File: config.mk
export PLATFORM = sky130hd
export DESIGN_NAME = mips_ctrl
export DESIGN_NICKNAME = d
export VERILOG_FILES = /design/src/rtl/mips_ctrl.sv
export SDC_FILE = /design/constraint.sdc
export NUM_CORES = 1
export LEC_CHECK = 0
export ABC_CLOCK_PERIOD_IN_PS = 2900
export CAP_MARGIN = 40
export CORE_ASPECT_RATIO = 1.1
export CORE_MARGIN = 3
export CORE_UTILIZATION = 41
export CTS_BUF_LIST = sky130_fd_sc_hd__clkbuf_4 sky130_fd_sc_hd__clkbuf_8 sky130_fd_sc_hd__clkbuf_16
export DETAILED_ROUTE_END_ITERATION = 8
export PLACE_DENSITY_LB_ADDON = 0.12
export REMOVE_ABC_BUFFERS = 1
export SLEW_MARGIN = 0
export SYNTH_ARGS = -nofsm -noshare
export SYNTH_HDL_FRONTEND = slang
export SYNTH_SLANG_ARGS = --single-unit
File: constraint.sdc
create_clock -name clk -period 2.9 [get_ports clk]
set_input_delay 0.725 -clock clk [delete_from_list [all_inputs] [get_ports clk]]
set_output_delay 0.725 -clock clk [all_outputs]
set_load 0.03 [all_outputs]
File: src/rtl/mips_ctrl.sv
// Multi-cycle decode/control FSM for a small MIPS subset. It steps each fetched instruction
// through DECODE/EXEC/MEM/WB/PCUPD and returns the PC-update controls to the fetch unit.
module mips_ctrl #(
  parameter int unsigned CNT_W = 16
) (
  input  logic             clk,
  input  logic             reset,
  input  logic [31:0]      instr,
  input  logic             instr_valid,
  input  logic [31:0]      pc,
  input  logic             zero,
  output logic [4:0]       rs,
  output logic [4:0]       rt,
  output logic [4:0]       rd,
  output logic [31:0]      imm_ext,
  output logic [1:0]       alu_op,
  output logic             alu_src_imm,
  output logic             reg_dst_rd,
  output logic             mem_to_reg,
  output logic             mem_re,
  output logic             mem_we,
  output logic             reg_we,
  output logic             pc_en,
  output logic             pc_w,
  output logic             pc_a,
  output logic             b_succ,
  output logic [31:0]      wd,
  output logic             illegal,
  output logic [CNT_W-1:0] retired,
  output logic [CNT_W-1:0] ill_cnt
);

  typedef enum logic [2:0] {
    StIdle   = 3'd0,
    StDecode = 3'd1,
    StExec   = 3'd2,
    StMem    = 3'd3,
    StWb     = 3'd4,
    StPcUpd  = 3'd5
  } state_e;

  state_e           state_q, state_d;
  logic [31:0]      ir_q;
  logic [3:0]       pc_hi_q;
  logic             b_succ_q, b_succ_d;
  logic [CNT_W-1:0] retired_q, retired_d;
  logic [CNT_W-1:0] ill_cnt_q, ill_cnt_d;

  // Only the top nibble of the PC feeds jump-target formation.
  logic unused_pc;
  assign unused_pc = ^pc[27:0];

  logic [5:0] op;
  logic [5:0] funct;
  logic is_addu, is_subu, is_ori, is_lui, is_lw, is_sw, is_beq, is_j, is_legal;

  assign op    = ir_q[31:26];
  assign funct = ir_q[5:0];

  assign is_addu  = (op == 6'h00) && (funct == 6'h21);
  assign is_subu  = (op == 6'h00) && (funct == 6'h23);
  assign is_ori   = (op == 6'h0D);
  assign is_lui   = (op == 6'h0F);
  assign is_lw    = (op == 6'h23);
  assign is_sw    = (op == 6'h2B);
  assign is_beq   = (op == 6'h04);
  assign is_j     = (op == 6'h02);
  assign is_legal = is_addu | is_subu | is_ori | is_lui | is_lw | is_sw | is_beq | is_j;

  // Decode outputs come straight from ir, which only changes in IDLE.
  assign rs = ir_q[25:21];
  assign rt = ir_q[20:16];
  assign rd = ir_q[15:11];
  assign imm_ext = (is_ori || is_lui) ? {16'h0000, ir_q[15:0]} : {{16{ir_q[15]}}, ir_q[15:0]};

  assign alu_src_imm = is_ori | is_lui | is_lw | is_sw;
  assign reg_dst_rd  = is_addu | is_subu;
  assign mem_to_reg  = is_lw;

  always_comb begin
    alu_op = 2'd0;
    if (is_subu || is_beq) begin
      alu_op = 2'd1;
    end else if (is_ori) begin
      alu_op = 2'd2;
    end else if (is_lui) begin
      alu_op = 2'd3;
    end
  end

  always_comb begin
    state_d   = state_q;
    b_succ_d  = b_succ_q;
    retired_d = retired_q;
    ill_cnt_d = ill_cnt_q;
    unique case (state_q)
      StIdle: begin
        if (instr_valid) state_d = StDecode;
      end
      StDecode: begin
        b_succ_d = 1'b0;
        if (!is_legal) ill_cnt_d = ill_cnt_q + CNT_W'(1);
        state_d = (is_j || !is_legal) ? StPcUpd : StExec;
      end
      StExec: begin
        b_succ_d = zero & is_beq;
        if (is_lw || is_sw) begin
          state_d = StMem;
        end else if (is_beq) begin
          state_d = StPcUpd;
        end else begin
          state_d = StWb;
        end
      end
      StMem: state_d = is_lw ? StWb : StPcUpd;
      StWb: state_d = StPcUpd;
      StPcUpd: begin
        if (is_legal) retired_d = retired_q + CNT_W'(1);
        state_d = StIdle;
      end
      default: state_d = StIdle;
    endcase
  end

  always_ff @(posedge clk or negedge reset) begin
    if (!reset) begin
      state_q   <= StIdle;
      ir_q      <= 32'h0;
      pc_hi_q   <= 4'h0;
      b_succ_q  <= 1'b0;
      retired_q <= '0;
      ill_cnt_q <= '0;
    end else begin
      state_q   <= state_d;
      b_succ_q  <= b_succ_d;
      retired_q <= retired_d;
      ill_cnt_q <= ill_cnt_d;
      if (state_q == StIdle && instr_valid) begin
        ir_q    <= instr;
        pc_hi_q <= pc[31:28];
      end
    end
  end

  assign mem_re  = (state_q == StMem) && is_lw;
  assign mem_we  = (state_q == StMem) && is_sw;
  assign reg_we  = (state_q == StWb);
  assign pc_en   = (state_q == StPcUpd);
  assign illegal = (state_q == StDecode) && !is_legal;

  // PC controls are only meaningful alongside pc_en; zero otherwise means PC+4.
  assign pc_w   = pc_en && is_j;
  assign pc_a   = pc_en && is_beq;
  assign b_succ = b_succ_q;

  always_comb begin
    wd = 32'h0;
    if (pc_en && is_j) begin
      wd = {pc_hi_q, ir_q[25:0], 2'b00};
    end else if (pc_en && is_beq) begin
      wd = imm_ext;
    end
  end

  assign retired = retired_q;
  assign ill_cnt = ill_cnt_q;

endmodule

; ---- Word-level counts from Yosys, hierarchy flattened
; Index checks and enable logic that the tools add are counted.
[totals]
inputBits = 68
regBits = 72
word_cells = 65
out_inout_bits = 124
[op_classes]
n_eq_ne = 14
reduce_logical = 18
bitwise = 12
mux = 13
add_sub_neg = 2
[ops]
columns = op, n
row1 = $mux W32, 3
row2 = $add A16 B1 Y16 const B, 2
row3 = $eq A6 B6 Y1 const B, 4
row4 = $pmux W3 S5, 1
row5 = $eq A6 B4 Y1 const B, 2
row6 = $or A1 B1 Y1, 10
row7 = $mux W3, 3
row8 = $logic_and A1 B1 Y1, 8
row9 = $eq A3 B2 Y1 const B, 2
row10 = $eq A3 B3 Y1 const B, 2
row11 = $eq A6 B2 Y1 const B, 1
row12 = $eq A6 B3 Y1 const B, 1
row13 = $logic_not A6 Y1, 1
row14 = $mux W2, 3
row15 = $logic_or A1 B1 Y1, 4
row16 = $reduce_and A2 Y1, 2
row17 = $eq A3 B1 Y1 const B, 1
row18 = $logic_not A3 Y1, 1
row19 = $mux W1, 2
row20 = $ne A2 B2 Y1 const B, 1
row21 = $pmux W1 S2, 1
row22 = $reduce_bool A2 Y1, 1
row23 = $and A1 B1 Y1, 1
row24 = $logic_not A1 Y1, 1
row25 = $not A1 Y1, 1

; ---- Depth between registers and ports, before layout
; Gate-level depths: netlist (run 1).
[depth]
depth_word = 13
ltp_mapped = 7
depth_no_buf = 5

; ---- Worst setup path before layout (run 1)
; No wires, ideal clock.
[synth_path]
kind = register to output
startpoint = reg ir_q[26]
endpoint = out wd[21]
t_arrival_ns = 2.533
t_required_ns = 2.175
slack_ns = -0.358
stages_incl_launch_ff = 8
n_path_buf = 2
cell_sequence = dfrtp_1 nand2b_1 nor2_1 nor2b_1 and2_1 buf_2 buf_4 a21o_1
[synth_via]
elab_chain_len = 5
elab_cells_between_ends = 10
cone_classes = eq/ne (4) / mux (3) / reduce/logical (3)
[synth_lines]
columns = element, line
row1 = from (decl), 43  ; logic [31:0] ir_q;
row2 = from (signal assigned), 139  ; ir_q <= instr;
row3 = "$eq A6 B4 Y1, on equally long branches", "62, 63"
row4 = $logic_or A1 B1 Y1, 74  ; assign imm_ext = (is_ori || is_lui) ? {16'h0000, ir_q[15:0]} : {{16{ir_q[15]}}, ir_q[15:0]};
row5 = $mux W32, 74
row6 = $mux W32, 160  ; end else if (pc_en && is_beq) begin
row7 = $mux W32 (*), 158  ; if (pc_en && is_j) begin
row8 = to (decl), 27  ; output logic [31:0] wd,
; Every way passes the cells marked *; elsewhere a longest branch is shown, timed or not.

; ---- Worst setup path after layout (run 1)
[layout_path]
startpoint = reg ir_q[29]
endpoint = out wd[13]
[layout_via]
elab_chain_len = 4
elab_cells_between_ends = 6
cone_classes = eq/ne (2) / mux (2) / reduce/logical (2)
[layout_lines]
columns = element, line
row1 = $eq A6 B3 Y1, 66  ; assign is_beq = (op == 6'h04);
row2 = $logic_and A1 B1 Y1, 160
row3 = $mux W32, 160
row4 = $mux W32 (*), 158
; Marks and branches as above.

==> flow_metrics.env, run 1 <==
export IMPL_vias=3066
export IMPL_critical_path_class="reg -> out"
export IMPL_drv_cap=0
export IMPL_synth_area_mm2=0.00386
export IMPL_drive_gt1_share_pct=32.5
export IMPL_regToRegEndpoint="retired[9]"
export IMPL_rr_startpoint="ir_q[28]"
export IMPL_detailed_place_hpwl_um=7210
export IMPL_fin_crit_ps=2920
export IMPL_clk_insertion_delay_late_ps=340
export IMPL_cp_end_kind="output pin"
export IMPL_cts_tree="done"
export IMPL_fp_dieW_um=98.6
export IMPL_synth_edf_count=0
export IMPL_clock_sinks=72
export IMPL_grt_antenna_before_repair=0
export IMPL_yosysSeqAreaShare_pct=46.6
export IMPL_period_share_pct=101
export IMPL_fillers=731
export IMPL_hold_viol_final=0
export IMPL_root_buffer="clkbuf_8"
export IMPL_final_cells=600
export IMPL_viasPerCell=5.11
export IMPL_grt_pass1_vias=3091
export IMPL_portBuffers=163
export IMPL_cp_common_cell="buf_6"
export IMPL_critPathArrivalTime_ps=2190
export IMPL_syn_area_per_cell_um2=11.4
export IMPL_critical_path_max_fanout=5
export IMPL_overflow=0
export IMPL_ys_seq_elements=72
export IMPL_relSlewSlack_pct=51.1
export IMPL_finClkSkew_ps=12.7
export IMPL_slowest_delay_ps=540
export IMPL_grt_pass1_wl_um=15800
export IMPL_failed_checks="setup timing"
export IMPL_h_tree_depth=3
export IMPL_setup_viol=4
export IMPL_rsz0062_at_grt="yes"
export IMPL_yosysWarnings=0
export IMPL_area_growth_pct=50.3
export IMPL_wl_per_cell_um=17.0
export IMPL_nets=551
export IMPL_track_usage_pct=18.7
export IMPL_startpoint_type="flip-flop"
export IMPL_die_h_um=108
export IMPL_io_pins=192
export IMPL_ant_nets=0
export IMPL_path_cells="or4_4 -> nor4b_4 -> buf_6 -> buf_6 -> a22o_1 -> buf_6"
export IMPL_status="finished, violations left"
export IMPL_postSynthCellCount=338
export IMPL_p_leak_nw=2.75
export IMPL_rows=36
export IMPL_firstDrtPassIters=4
export IMPL_insertedDiodeCount=0
export IMPL_slowest_stage="or4_4"
export IMPL_power_density_mw_per_mm2=983
export IMPL_tightest_slew_ps=730
export IMPL_crit_buf_inv=3
export IMPL_drcViolationCount=0
export IMPL_vdd_ir_drop_worst_mv=0.635
export IMPL_synth_async_reset_ratio_pct=100
export IMPL_setup_slack_ps=-15.4
export IMPL_worstPathRequired_ps=2170
export IMPL_clk_pin_slew_ps=90
export IMPL_numCtsBuffers=9
export IMPL_ys_flop_type="dfrtp_1"
export IMPL_initial_core_util_pct=42.9
export IMPL_rr_worst_depth=7
export IMPL_clk_path_buf_depth=2
export IMPL_grt_max_degree=43
export IMPL_fin_hold_ws_ps=303
export IMPL_fp_coreArea_mm2=0.00901
export IMPL_drt_total_wl_um=10200
export IMPL_ys_types=46
export IMPL_place_inst=571
export IMPL_path_delay_family="simple AND/OR/NAND/NOR gates"
export IMPL_ctsHoldBuffers=0
export IMPL_worst_r2r_setup_slack_ps=500
export IMPL_place_congestion=0.816
export IMPL_die_area_mm2=0.0106
export IMPL_worstHoldPathType="in -> async"
export IMPL_total_power_mw=5.71
export IMPL_fmax_mhz=343
export IMPL_final_max_slew_violation_count=0
export IMPL_drt_initial_drc_count=94
[worst max path at each step]
stage,startpoint,to,slack (ps),cells after the start
finish,ir_q[29],wd[13],-20,6
global route,ir_q[29],wd[27],-110,6
CTS,ir_q[29],wd[5],0.2,6
detailed placement,ir_q[2],reg_dst_rd,160,3
global placement,ir_q[28],reg_dst_rd,160,3
floorplan,ir_q[15],wd[15],-6030,3
[cells in the mapped netlist (2+ instances only)]
library cell | number | area (um2)
a22o_1 | 13 | 114
nor4_2 | 2 | 25.0
nor2_1 | 8 | 30.0
and2_1 | 3 | 18.8
nor4b_2 | 2 | 30.0
nor3_1 | 9 | 45.0
nor4_1 | 5 | 31.3
nand3b_1 | 3 | 22.5
nand4_1 | 4 | 25.0
nand3_1 | 15 | 75.1
inv_1 | 5 | 18.8
a21o_1 | 17 | 128
buf_2 | 5 | 25.0
a211oi_1 | 2 | 15.0
nand2b_1 | 3 | 18.8
o21ai_0 | 2 | 10.0
mux2_2 | 38 | 428
clkbuf_1 | 8 | 30.0
a21oi_1 | 3 | 15.0
nand2_1 | 10 | 37.5
and3_1 | 9 | 56.3
xnor2_1 | 15 | 131
ha_1 | 2 | 25.0
xor2_1 | 15 | 131
buf_4 | 47 | 353
dfrtp_1 | 72 | 1800
nor4b_1 | 2 | 17.5
[power breakdown]
| group | internal [mW] | switching (mW) | total, mW | leakage [nW] |
|---|---|---|---|---|
| combinational | 1.36 | 1.71 | 3.07 | 1.73 |
| clock | 0.513 | 0.388 | 0.901 | 0.113 |
| sequential | 1.35 | 0.387 | 1.74 | 0.906 |
[final cells by class]
type / count / area (um2) / area share [%]
Timing Repair Buffer: 193 / 1930 / 33.2
Clock inverter: 6 / 90.1 / 1.55
Clock buffer: 10 / 138 / 2.37
Multi-Input combinational cell: 200 / 1690 / 29.0
Inverter: 5 / 18.8 / 0.323
Tap cell: 114 / 143 / 2.46
Sequential cell: 72 / 1810 / 31.1
[placed cells by master, fill, tap and decap left out, types with 10 or more instances in the layout]
cell type          n
buf_4             41
nand2_1           10
clkbuf_8          10
xor2_1            15
dfrtp_1           68
buf_6             36
a21o_1            17
mux2_2            38
clkdlybuf4s50_1  103
xnor2_1           15
nand3_1           15
a22o_1            13
[per-layer routing]
layer | vias to the layer above | global-route usage [%] | part of all wire, %
met5 | - | 0 | 0
met4 | 0 | 6.54 | 1.0
met3 | 6 | 5.44 | 6.4
met2 | 100 | 30.4 | 51
met1 | 1507 | 23.7 | 42
li1 | 1453 | - | -
[flip-flops by register name, summed over array words and instances (netlist names)]
signal / cells
b_succ: 1
ill_cnt: 16
ir_q: 32
pc_hi_q: 4
retired: 16
state_q: 3
[per-stage QoR]
step | instance area, um2 | TNS (ps) | setup WS (ps) | util [%]
finish | 5810 | -22.0 | -15.4 | 64.5
global route | 5810 | -2720 | -112 | 64.5
CTS | 5640 | 0 | 0.166 | 62.6
detailed placement | 5270 | 0 | 159 | 58.5
global placement | 5250 | 0 | 161 | 58.3
floorplan | 3450 | -210250 | -6030 | -
[timing repair]
item                                    in CTS  in global routing
gates resized for setup                     24                 44
endpoints found under the setup margin      34                 39
buffers inserted                             7                  3
pin swaps                                    2                 14
gates cloned                                 3                  1
[kinds of logic after synthesis]
group | share of synthesized area [%]
AO/OA/AOI/OAI | 9.97
XOR/XNOR | 6.80
adder cells (fa/ha/maj) | 0.647
buffers and inverters | 11.3
flip-flops | 46.6
multiplexers | 11.1
AND/OR/NAND/NOR | 13.6
Note: power is estimated with default switching activity, not from simulation.
==> run 2, diff against run 1 <==
- CTS_CLUSTER_DIAMETER: unset -> 80
==> results of run 2 <==
Same layout as run 1: the final DEF is identical, and so are final timing and power.
